`src/rtl/prog_clk_div.sv`:
```
// Runtime-programmable clock divider: 50 % duty square wave plus a one-cycle tick per toggle.
// New divisors are applied only at a half-period boundary or on clear, so clk_out never glitches.
module prog_clk_div #(
   parameter int unsigned WIDTH       = 25,
   parameter int unsigned DEFAULT_DIV = 25000000
) (
   input  logic             i_clk,
   input  logic             i_rst,
   input  logic             i_en,
   input  logic             i_clr,
   input  logic             i_div_load,
   input  logic [WIDTH-1:0] i_div_in,
   output logic             o_clk_out,
   output logic             o_tick,
   output logic [WIDTH-1:0] o_div_cur,
   output logic             o_pend
);

   logic [WIDTH-1:0] r_cnt;
   logic [WIDTH-1:0] r_div_cur;
   logic [WIDTH-1:0] r_div_pend;
   logic             r_pend;
   logic             r_clk_out;
   logic             r_tick;

   logic [WIDTH-1:0] w_div_clamped;
   logic             w_terminal;

   // A zero divisor would stall the counter; treat it as one.
   assign w_div_clamped = (i_div_in == '0) ? WIDTH'(1) : i_div_in;
   assign w_terminal    = i_en && (r_cnt == r_div_cur);

   always_ff @(posedge i_clk) begin
      if (!i_rst) begin
         r_cnt      <= WIDTH'(1);
         r_div_cur  <= WIDTH'(DEFAULT_DIV);
         r_div_pend <= '0;
         r_pend     <= 1'b0;
         r_clk_out  <= 1'b0;
         r_tick     <= 1'b0;
      end else if (i_clr) begin
         r_cnt     <= WIDTH'(1);
         r_clk_out <= 1'b0;
         r_tick    <= 1'b0;
         r_pend    <= 1'b0;
         if (i_div_load) begin
            r_div_cur <= w_div_clamped;
         end else if (r_pend) begin
            r_div_cur <= r_div_pend;
         end
      end else if (w_terminal) begin
         r_cnt     <= WIDTH'(1);
         r_clk_out <= ~r_clk_out;
         r_tick    <= 1'b1;
         r_pend    <= 1'b0;
         if (i_div_load) begin
            r_div_cur <= w_div_clamped;
         end else if (r_pend) begin
            r_div_cur <= r_div_pend;
         end
      end else begin
         // Normal count or freeze: loads only queue up until the next boundary.
         r_tick <= 1'b0;
         if (i_en) begin
            r_cnt <= r_cnt + WIDTH'(1);
         end
         if (i_div_load) begin
            r_div_pend <= w_div_clamped;
            r_pend     <= 1'b1;
         end
      end
   end

   assign o_clk_out = r_clk_out;
   assign o_tick    = r_tick;
   assign o_div_cur = r_div_cur;
   assign o_pend    = r_pend;

endmodule

```
`config.mk`:
```
export PLATFORM = sky130hd
export DESIGN_NAME = prog_clk_div
export DESIGN_NICKNAME = d
export VERILOG_FILES = /design/src/rtl/prog_clk_div.sv
export SDC_FILE = /design/constraint.sdc
export NUM_CORES = 1
export LEC_CHECK = 0
export ABC_AREA = 0
export CAP_MARGIN = 10
export CELL_PAD_IN_SITES_DETAIL_PLACEMENT = 0
export CELL_PAD_IN_SITES_GLOBAL_PLACEMENT = 1
export CORE_AREA = 2 2 96 108
export CTS_CLUSTER_DIAMETER = 80
export DETAILED_ROUTE_END_ITERATION = 6
export DIE_AREA = 0 0 98 110
export HOLD_SLACK_MARGIN = 0.05
export PLACE_DENSITY = 0.81
export SLEW_MARGIN = 10
export SYNTH_ARGS = -nofsm -noshare
export SYNTH_HDL_FRONTEND = slang
export SYNTH_SLANG_ARGS = --single-unit
```
`constraint.sdc`:
```
create_clock -name i_clk -period 2.35 [get_ports i_clk]
set_clock_uncertainty 0.05 [all_clocks]
set_input_delay 0.47 -clock i_clk [delete_from_list [all_inputs] [get_ports i_clk]]
set_output_delay 0.47 -clock i_clk [all_outputs]
set_load 0.005 [all_outputs]
```
==> results.yml <==
clocking:
  cts_setup_buffers: 0
  clock_latency_ns: 0.37
  numCtsBuffers: 9
  clockRootBuffer: "clkbuf_8"
  ctsHtreeMaxLevel: 3
  cts.sinks: 78
  cts.clk_slew.worst_paths_ns: 0.08
  ctsLongestPathBuffers: 2
  cts_tree: "done"
power_and_ir_drop:
  ir_drop_mv: 0.288
  finalPower_w: 0.00303
  p_switching_w: 0.000730
  p_sw_share_pct: 24.1
  power.internal_w: 0.00230
  p_leak_nw: 1.82
  p_seq_share_pct: 46.7
  p_comb_share_pct: 13.0
  power_density_nw_per_um2: 613
  clkPwrFrac_pct: 40.3
global_route:
  overflow: 0
  antenna_found_initial: 0
  grt_pass1_wl_um: 15000
  grt_pass1_vias: 3011
  grtUsageTotal_pct: 17.8
  grt_max_degree: 57
detailed_routing:
  routed_wl_um: 9120
  wl_per_cell_um: 14.5
  drt-initial-drc-count: 110
  route.detailed.drc: 0
  ant_nets: 0
  vias: 3108
  drt-pass1-iter-count: 4
  avgViaCountPerCell: 4.94
critical_path:
  cp-endpoint: "o_div_cur[2]$_SDFFE_PN0P_"
  worstPathRequired_ns: 2.55
  cp_num_cells: 6
  criticalPathCategory: "register to register"
  crit_start: "o_div_cur[13]$_SDFFE_PN1P_"
  cp-start-kind: "register"
  ff2ff_path_depth: 6
  cp-end-kind: "register"
  timing.critical_path.buf_inv: 1
  crit_family: "simple AND/OR/NAND/NOR gates"
  r2r_slack_ns: 0.19
  rr_endpoint: "o_div_cur[2]$_SDFFE_PN0P_"
  crit_chain: "xnor2_1 > nand4_1 > nor4_1 > a21oi_4 > buf_12 > mux2i_1"
  reg2reg_from: "o_div_cur[13]$_SDFFE_PN1P_"
  path_max_fanout: 17
  slowest_stage: "nor4_1"
  arrival_ns: 2.36
  slowest_delay_ns: 0.55
cells_and_area:
  drive_gt1_share_pct: 12.8
  area_growth_pct: 27.0
  layout_common_cells: "100 x nand2_1, 78 x dfxtp_1, 56 x clkdlybuf4s50_1, 51 x mux2i_1, 44 x xnor2_1"
  antenna_cells: 0
  mostFrequentLayoutCell: "nand2_1"
  fin_cells: 629
  nets: 535
  design_area_um2: 4940
die:
  core-area_um2: 9650
  rows: 38
  die_w_um: 98
  die_h_um: 110
  ioPinCount: 58
  start_util_pct: 40.3
  fp.dieArea_um2: 10800
logic_synthesis:
  ys_seq_area_share_pct: 40.1
  netlist_instances: 439
  yosysWarningCount: 0
  avgSynthCellArea_um2: 8.86
  ys_ff_latch: 78
  ys_types: 29
  synth.cell_area_um2: 3890
  syn_nets: 470
sta:
  period_needed_ns: 2.16
  fin_tns_setup_ns: 0
  fmax_ghz: 0.464
  tightest_slew_ns: 0.643
  worst_slack_ns: 0.194
  max_slew_margin_pct: 57.1
  fin_crit_sh_pct: 91.7
  rsz0062_at_grt: "false"
  finalSetupViolCount: 0
  hold_viol_final: 0
  slew_viol_final: 0
placement:
  placed_area_um2: 4700
  routabilityCongestion: 0.835
  port_buffers: 57
  dpl.hpwl_um: 6780
  dp.cells: 613
  pre_cts_slack_ns: -0.238
flow_run:
  maxCapViolations: 0
hold_path:
  min_path_type: "input port to register"
outcome:
  status: "finished clean"
[power groups by stage]
stage | registers [W] | logic, W | clock network [W]
after floorplan | 0.00144 | 0.000218 | 0
after global placement | 0.00145 | 0.000393 | 0
after detailed placement | 0.00145 | 0.000398 | 0
after CTS | 0.00142 | 0.000400 | 0.00124
after global routing | 0.00142 | 0.000432 | 0.00130
final | 0.00141 | 0.000395 | 0.00122
[synth_stat cells, drive strengths merged]
cell	number	share of area (%)
o21ba	1	0.26
buf	9	1.4
o21ai	1	0.13
a21oi	3	0.58
mux2i	51	13
nor4	11	2.2
xor2	5	1.1
nor3	10	1.3
dfxtp	78	40
xnor2	44	9.9
inv	6	0.58
clkbuf	15	1.4
ha	1	0.32
nand2	100	9.6
and3	4	0.64
mux2	24	6.9
nand2b	15	2.4
nor2b	1	0.16
o211ai	2	0.39
nor2	32	3.1
a21o	1	0.19
nand3	7	0.90
nand4	14	2.3
and4	4	0.90
[repair_timing]
item                                    CTS  global route
endpoints found under the hold margin     0             0
resized for setup                         0             1
endpoints found under the setup margin    0            21
hold buffers                              0             0
[worst min path at each step]
stage / end / slack (ns) / from / depth (start not counted)
2_1_floorplan: r_div_pend[10]$_SDFFE_PN0P_ / 0.38 / r_div_pend[10]$_SDFFE_PN0P_ / 2
3_3_place_gp: r_div_pend[15]$_SDFFE_PN0P_ / 0.39 / r_div_pend[15]$_SDFFE_PN0P_ / 2
3_5_place_dp: r_div_pend[15]$_SDFFE_PN0P_ / 0.40 / r_div_pend[15]$_SDFFE_PN0P_ / 2
4_1_cts: o_tick$_SDFF_PP0_ / 0.39 / i_rst / 3
5_1_grt: o_tick$_SDFF_PP0_ / 0.42 / i_rst / 3
6_report: o_tick$_SDFF_PP0_ / 0.40 / i_rst / 3
[cell families (layout without fill, tap and decap cells)]
| group | after synthesis | count (layout) | synth area share [%] |
|---|---|---|---|
| AO/OA/AOI/OAI | 8 | 8 | 1.54 |
| XOR/XNOR | 49 | 49 | 11.0 |
| adder cells (fa/ha/maj) | 1 | 1 | 0.322 |
| buffers and inverters | 30 | 100 | 3.44 |
| flip-flops | 78 | 78 | 40.1 |
| multiplexers | 75 | 75 | 20.1 |
| AND/OR/NAND/NOR | 198 | 198 | 23.4 |
[state kept, by name, summed over array words and instances, names as in the netlist]
signal and count:
r_div_pend 25, o_pend 1, r_cnt 25, o_clk_out 1, o_tick 1, o_div_cur 25
[layer usage]
metal | global-route usage, % | up-vias | part of all wire (%)
met1 | 22.3 | 1450 | 47
met5 | 0 | - | 0
met3 | 2.77 | 12 | 2.5
met4 | 8.53 | 0 | 2.4
li1 | - | 1600 | -
met2 | 30.2 | 46 | 48
[tightest hold or removal path, cell delays in order]
cell and delay [ns]:
buf_2 0.12, nand2b_1 0.11, nor2_1 0.07
[through the flow]
stage                     hold slack (ns)  util, %
after detailed placement            0.397     48.7
after global routing                0.418     51.2
final                               0.402     51.2
after global placement              0.390     48.7
after floorplan                     0.382        -
after CTS                           0.394     51.1
[area by class of cell]
type                    count  area [µm²]
clock buffers              10         128
clock inverters             6         109
fillers                   915        4710
inverters                   6        22.5
multi-input cells         331        2210
flip-flops and latches     78        1560
well taps                 120         150
repair buffers             78         761
(Power assumes the default switching activity.)
